<file path="src/rtl/jk_mod_counter_if.sv">
// Control/data bundle for jk_mod_counter: requester drives mode/enable/operands,
// the counter returns its state, complement, terminal count and wrap pulse.
interface jk_mod_counter_if #(
  parameter int unsigned WIDTH = 4
);
  logic             en;
  logic [1:0]       mode;
  logic [WIDTH-1:0] j;
  logic [WIDTH-1:0] k;
  logic [WIDTH-1:0] d;
  logic [WIDTH-1:0] q;
  logic [WIDTH-1:0] qbar;
  logic             tc;
  logic             wrap;

  modport master (
    output en, mode, j, k, d,
    input  q, qbar, tc, wrap
  );

  modport slave (
    input  en, mode, j, k, d,
    output q, qbar, tc, wrap
  );
endinterface

</file>
<file path="src/rtl/jk_mod_counter.sv">
// WIDTH JK cells forming a register with raw JK, modulo up/down count and load
// modes; counting modes drive the cells through JK excitation of the next value.
module jk_mod_counter #(
  parameter int unsigned WIDTH     = 4,
  parameter int unsigned MODULUS   = 16,
  parameter int unsigned RESET_VAL = 0
) (
  input logic               clk,
  input logic               reset,
  jk_mod_counter_if.slave   bus
);

  localparam logic [1:0]       MODE_JK   = 2'b00;
  localparam logic [1:0]       MODE_UP   = 2'b01;
  localparam logic [1:0]       MODE_DOWN = 2'b10;
  localparam logic [1:0]       MODE_LOAD = 2'b11;
  localparam logic [WIDTH-1:0] MAX_VAL   = WIDTH'(MODULUS - 1);
  localparam logic [WIDTH:0]   MOD_EXT   = (WIDTH + 1)'(MODULUS);

  logic [WIDTH-1:0] q_q, q_d;
  logic             wrap_q, wrap_d;
  logic [WIDTH-1:0] next_val;
  logic [WIDTH-1:0] j_cell, k_cell;
  logic             out_of_range;

  // Unreachable when MODULUS == 2**WIDTH since q can never reach MOD_EXT.
  assign out_of_range = ({1'b0, q_q} >= MOD_EXT);

  // Next value selection and JK cell drive
  always_comb begin
    next_val = q_q;
    wrap_d   = 1'b0;
    j_cell   = '0;
    k_cell   = '0;
    if (bus.en) begin
      unique case (bus.mode)
        MODE_JK: begin
          j_cell = bus.j;
          k_cell = bus.k;
        end
        MODE_UP: begin
          if (out_of_range) begin
            next_val = '0;
          end else if (q_q == MAX_VAL) begin
            next_val = '0;
            wrap_d   = 1'b1;
          end else begin
            next_val = q_q + WIDTH'(1);
          end
        end
        MODE_DOWN: begin
          if (out_of_range) begin
            next_val = MAX_VAL;
          end else if (q_q == '0) begin
            next_val = MAX_VAL;
            wrap_d   = 1'b1;
          end else begin
            next_val = q_q - WIDTH'(1);
          end
        end
        MODE_LOAD: next_val = bus.d;
        default:   next_val = q_q;
      endcase
      if (bus.mode != MODE_JK) begin
        j_cell = ~q_q & next_val;
        k_cell = q_q & ~next_val;
      end
    end
  end

  // Per-bit JK cell: 00 hold, 01 clear, 10 set, 11 toggle
  always_comb begin
    q_d = q_q;
    for (int i = 0; i < int'(WIDTH); i++) begin
      unique case ({j_cell[i], k_cell[i]})
        2'b00:   q_d[i] = q_q[i];
        2'b01:   q_d[i] = 1'b0;
        2'b10:   q_d[i] = 1'b1;
        default: q_d[i] = ~q_q[i];
      endcase
    end
  end

  always_ff @(posedge clk or posedge reset) begin
    if (reset) begin
      q_q    <= WIDTH'(RESET_VAL);
      wrap_q <= 1'b0;
    end else begin
      q_q    <= q_d;
      wrap_q <= wrap_d;
    end
  end

  assign bus.q    = q_q;
  assign bus.qbar = ~q_q;
  assign bus.wrap = wrap_q;
  assign bus.tc   = bus.en & (((bus.mode == MODE_UP) & (q_q == MAX_VAL)) |
                              ((bus.mode == MODE_DOWN) & (q_q == '0)));

endmodule

</file>
<file path="src/flat_wrapper.sv">
// flat-port wrapper written by rule: the top's interface ports become plain ports
module jk_mod_counter_flat 
#(
  parameter int unsigned WIDTH     = 4,
  parameter int unsigned MODULUS   = 16,
  parameter int unsigned RESET_VAL = 0
)
  (clk, reset, bus_en, bus_mode, bus_j, bus_k, bus_d, bus_q, bus_qbar, bus_tc, bus_wrap);
  jk_mod_counter_if #(.WIDTH(WIDTH)) bus_i ();
  input logic clk;
  input logic reset;
  input wire logic [$bits(bus_i.en)-1:0] bus_en;
  input wire logic [$bits(bus_i.mode)-1:0] bus_mode;
  input wire logic [$bits(bus_i.j)-1:0] bus_j;
  input wire logic [$bits(bus_i.k)-1:0] bus_k;
  input wire logic [$bits(bus_i.d)-1:0] bus_d;
  output wire logic [$bits(bus_i.q)-1:0] bus_q;
  output wire logic [$bits(bus_i.qbar)-1:0] bus_qbar;
  output wire logic [$bits(bus_i.tc)-1:0] bus_tc;
  output wire logic [$bits(bus_i.wrap)-1:0] bus_wrap;
  assign bus_i.en = bus_en;
  assign bus_i.mode = bus_mode;
  assign bus_i.j = bus_j;
  assign bus_i.k = bus_k;
  assign bus_i.d = bus_d;
  assign bus_q = bus_i.q;
  assign bus_qbar = bus_i.qbar;
  assign bus_tc = bus_i.tc;
  assign bus_wrap = bus_i.wrap;
  jk_mod_counter #(.WIDTH(WIDTH), .MODULUS(MODULUS), .RESET_VAL(RESET_VAL)) u_core (.clk(clk), .reset(reset), .bus(bus_i));
endmodule
</file>
<file path="config.mk">
export PLATFORM = sky130hd
export DESIGN_NAME = jk_mod_counter_flat
export DESIGN_NICKNAME = d
export VERILOG_FILES = /design/src/rtl/jk_mod_counter_if.sv /design/src/rtl/jk_mod_counter.sv /design/src/flat_wrapper.sv
export SDC_FILE = /design/constraint.sdc
export NUM_CORES = 1
export LEC_CHECK = 0
export CAP_MARGIN = 0
export CORE_MARGIN = 10
export CORE_UTILIZATION = 47
export CTS_CLUSTER_SIZE = 25
export DETAILED_ROUTE_END_ITERATION = 8
export PLACE_DENSITY = 0.9
export SLEW_MARGIN = 40
export SYNTH_ARGS = -nofsm -noshare
export SYNTH_HDL_FRONTEND = slang
export SYNTH_SLANG_ARGS = --single-unit
</file>
<file path="constraint.sdc">
create_clock -name clk -period 3.4 [get_ports clk]
set_input_delay 0.68 -clock clk [delete_from_list [all_inputs] [get_ports clk]]
set_output_delay 0.68 -clock clk [all_outputs]
set_load 0.03 [all_outputs]
</file>
After elaboration in Yosys (flattened, before gate mapping) --
Cells that the tools add are included.
Word-level totals: bits in registers 5, output and inout bits 10
Operators by class: mux-type cells 18, reductions and logical operators 7, bitwise operators 12, eq/ne operators 12, add/sub/neg operators 2
Operator list (count):
- $mux 4 | 9
- $eq 2x2->1 const B | 6
- $pmux 1 s3 | 4
- $pmux 4 s3 | 1
- $eq 2x1->1 const B | 5
- $logic_not 2->1 | 5
- $and 4x4->4 | 2
- $not 4->4 | 2
- $add 4x1->4 const B | 1
- $eq 4x4->1 const B | 1
- $logic_not 4->1 | 1
- $not 1->1 | 4
- $sub 4x1->4 const B | 1
- $and 1x1->1 | 3
- $mux 1 | 3
- $pmux 1 s2 | 1
- $reduce_bool 2->1 | 1
- $or 1x1->1 | 1

Longest topological paths before layout --
depth after elaboration 10, depth in mapped cells 10

Worst setup path before layout --
OpenSTA, ideal clock, no wires.
path kind register to output, start point register u_core.q_q[0], in the netlist u_core.bus.q[0], end point output bus_tc, required time 2.720 ns, path buffers 0, arrival time 1.751 ns, stages on the path, launching flop included 5, setup slack 0.969 ns, cells stage by stage dfrtp_1 > inv_1 > ha_1 > nand4_1 > a21boi_1
On the way: word-level cells in the longest chain between the ends 4, elaborated cells between the ends (all ways) 6, those cells by class 1 x eq/ne; 4 x bitwise; 1 x reduce/logical
Ends and longest elaborated chain:
- from (decl) | RTL line jk_mod_counter.sv:20 | logic [WIDTH-1:0] q_q, q_d;
- from (signal assigned) | RTL line jk_mod_counter.sv:86 | q_q <= WIDTH'(RESET_VAL);
- from (signal assigned) | RTL line jk_mod_counter.sv:89 | q_q <= q_d;
- $eq 4x4->1 or $logic_not 4->1 (tied branches) | RTL line jk_mod_counter.sv:97, jk_mod_counter.sv:98
- $and 1x1->1 (on tied branches) | RTL line jk_mod_counter.sv:97, jk_mod_counter.sv:98
- $or 1x1->1 (*) | RTL line jk_mod_counter.sv:97 | assign bus.tc = bus.en & (((bus.mode == MODE_UP) & (q_q == MAX_VAL)) |
- $and 1x1->1 (*) | RTL line jk_mod_counter.sv:97
- to (decl) | RTL line flat_wrapper.sv:19 | output wire logic [$bits(bus_i.tc)-1:0] bus_tc;
Every way passes the cells marked *; elsewhere a longest branch is shown, timed or not.

Worst setup path after layout --
start point input bus_mode[1], end point output bus_tc
On the way: word-level cells in the longest chain between the ends 4, elaborated cells between the ends (all ways) 6, those cells by class 2 x eq/ne; 4 x bitwise
Ends and longest elaborated chain:
- from (decl) | RTL line flat_wrapper.sv:13 | input wire logic [$bits(bus_i.mode)-1:0] bus_mode;
- $eq 2x1->1 or $eq 2x2->1 (tied branches) | RTL line jk_mod_counter.sv:97, jk_mod_counter.sv:98
- $and 1x1->1 (on tied branches) | RTL line jk_mod_counter.sv:97, jk_mod_counter.sv:98
- $or 1x1->1 (*) | RTL line jk_mod_counter.sv:97
- $and 1x1->1 (*) | RTL line jk_mod_counter.sv:97
Marks and branches as above.

==> reports/metrics.cfg <==
[drt]
via_per_inst = 5.84
first_pass_iters = 4
wirelength_um = 2050
drt_iter0_drc = 12
highest_layer = met4
ant_nets = 0
wl_met3_um = 182
remaining_drc_errors = 0
drt-met1-wl_um = 832
avgRoutedWirePerCell_um = 15.1
wl_met2_um = 991
vias = 794

[global_routing]
track_usage_pct = 12.5
grt_pass1_vias = 829
grt_antenna_before_repair = 0
overflow = 0
grt_pass1_wl_um = 3600
grt_max_degree = 17

[sta]
final.setup.tns_ns = 0
hold_viol_final = 0
whs_ns = 0.644
setup_violations = 0
rsz0062_at_grt = no
fmax_mhz = 310
period_share_pct = 94.8
worstMarginPinSlew_ns = 0.517
skew_ns = 0.00145
finalMaxSlewViolations = 0
relSlewSlack_pct = 65.5
period_minus_slack_ns = 3.22

[clocking]
postCtsHoldBufs = 0
cts.reportedPaths.clkPinSlew_ns = 0.04
max-clock-path-buffers = 2
cts.sinks = 5
root_buffer = clkbuf_4
cts_tree = built
cts-buffers-inserted = 3
htree_levels = 1
ctsResizeCount = 0
cts_setup_buffers = 0
clk-insertion-delay-late_ns = 0.24

[power_and_ir_drop]
p_leak_nw = 0.439
p_per_area_nw_per_um2 = 674
vdd_drop_max_uv = 307

[logic_synthesis]
yosysTopAreaCell = ha_1
synth_edf_count = 0
async_flop_share_pct = 100
syn_area_um2 = 734
syn_inst = 92
synth_compound_area_share_pct = 29.1
synthTopCellsByCount = 14 x ha_1, 12 x nand2_1, 9 x inv_1
synthSimpleGateAreaFrac_pct = 22.1
synth_top_family_by_area = compound AO/OA/AOI/OAI gates
yosysWarnings = 0
ys_top_cells_by_area = ha_1 24%, dfrtp_1 17%, a211oi_1 6.1%
synth-xor-area-share_pct = 0
synth_ff_type = dfrtp_1
synth.avg_cell_area_um2 = 7.98
ys_seq_area_share_pct = 17.0
synth.distinct_cells = 30
synth.most_common_cell = ha_1
muxShareOfSynthArea_pct = 0
synth-seq-cells = 5
synth_top_area_share_pct = 23.9
synth-adder-area-share_pct = 23.9
synthesis.nets = 123

[placement]
port_buffers = 26
placed_cells = 132
hpwlAfterDp_um = 1640
placed_area_um2 = 1000
place_congestion = 0.891

[status]
status = finished clean

[layout]
num_antenna_cells = 0
layout.cells.non_filler = 136
nets = 152
finalInstanceArea_um2 = 1030
syn_to_final_growth_pct = 40.0
drive_gt1_share_pct = 5.83

[worst_setup_path]
startpoint_type = input port
r2r_slack_ns = 1.09
endpoint_kind = primary output
crit_fanout = 7
setup.worst_path.class = input port to primary output
crit_arrival_ns = 2.54
crit_required_ns = 2.72

[floorplanning]
core_um2 = 1490
rows = 14
start_util_pct = 49.3
ios = 27
die_h_um = 59.5
die_x_um = 59.5
die-area_um2 = 3540

[job]
drv_cap = 0

[min_path]
hp-class = input port to async pin

worst max-delay path, cell delays in order:
cell and delay [ns]:
clkdlybuf4s50_1 0.44, inv_1 0.09, ha_1 0.30, nand4_1 0.13, a21boi_1 0.20, clkdlybuf4s50_1 0.70
area by class of cell:
| class | count | area (um^2) |
|---|---|---|
| clock buffer | 4 | 26.3 |
| sequential | 5 | 125 |
| multi-input combinational | 74 | 552 |
| fill | 121 | 460 |
| tap | 16 | 20.0 |
| timing repair buffer | 27 | 268 |
| inverter | 10 | 37.5 |
state kept, by name, summed over array words and instances, names as in the netlist:
signal / count
u_core.bus.wrap: 1
u_core.bus.q: 4
cells by family (layout without fill, tap and decap cells):
logic type	after synthesis	count (layout)
flip-flops	5	5
buffers and inverters	13	41
AND/OR/NAND/NOR	32	32
adder cells (fa/ha/maj)	14	14
AO/OA/AOI/OAI	28	28
through the flow:
stage / power [mW] / setup slack [ns] / util, %
6_report: 0.693 / 0.177 / 69.1
5_1_grt: 0.753 / 0.0222 / 69.1
4_1_cts: 0.692 / 0.172 / 69.1
3_5_place_dp: 0.618 / 0.177 / 67.3
3_3_place_gp: 0.612 / 0.238 / 67.3
2_1_floorplan: 0.457 / 0.969 / -
cells in the final DEF, fill, tap and decap left out, types with 3 or more instances in the layout:
master / netlist / routed
dfrtp_1: 5 / 5
a211oi_1: 6 / 6
ha_1: 14 / 14
clkbuf_4: 0 / 3
inv_1: 9 / 9
nand2_1: 12 / 12
nand3_1: 3 / 3
a21oi_1: 4 / 4
clkdlybuf4s50_1: 0 / 26
o21ai_0: 3 / 3
nor3b_1: 4 / 4
nand4_1: 3 / 3
nor3_1: 5 / 5
and2_1: 3 / 3
final timing paths:
check,from,endpoint,depth (start not counted)
worst max-delay path,bus_mode[1],bus_tc,6
worst min-delay path,reset,u_core.bus.q[3],2
worst max register to register,u_core.bus.q[0],u_core.bus.q[3],9
worst min register to register,u_core.bus.q[2],u_core.bus.q[2],2
max in group asynchronous,reset,u_core.bus.wrap,2
min in group clk,u_core.bus.q[2],u_core.bus.q[2],2
per-layer routing:
metal	GRT usage, %	vias to the layer above
met1	13.1	357
met4	6.73	0
met2	20.8	31
met3	5.15	6
met5	0	-
li1	-	400
where the power goes:
group	total (mW)	internal [mW]	switching, mW
clock network	0.0689	0.0444	0.0245
logic	0.482	0.205	0.276
registers	0.143	0.0848	0.0579
total	0.693	0.335	0.359
No activity file was read; power rests on OpenSTA's default activity.
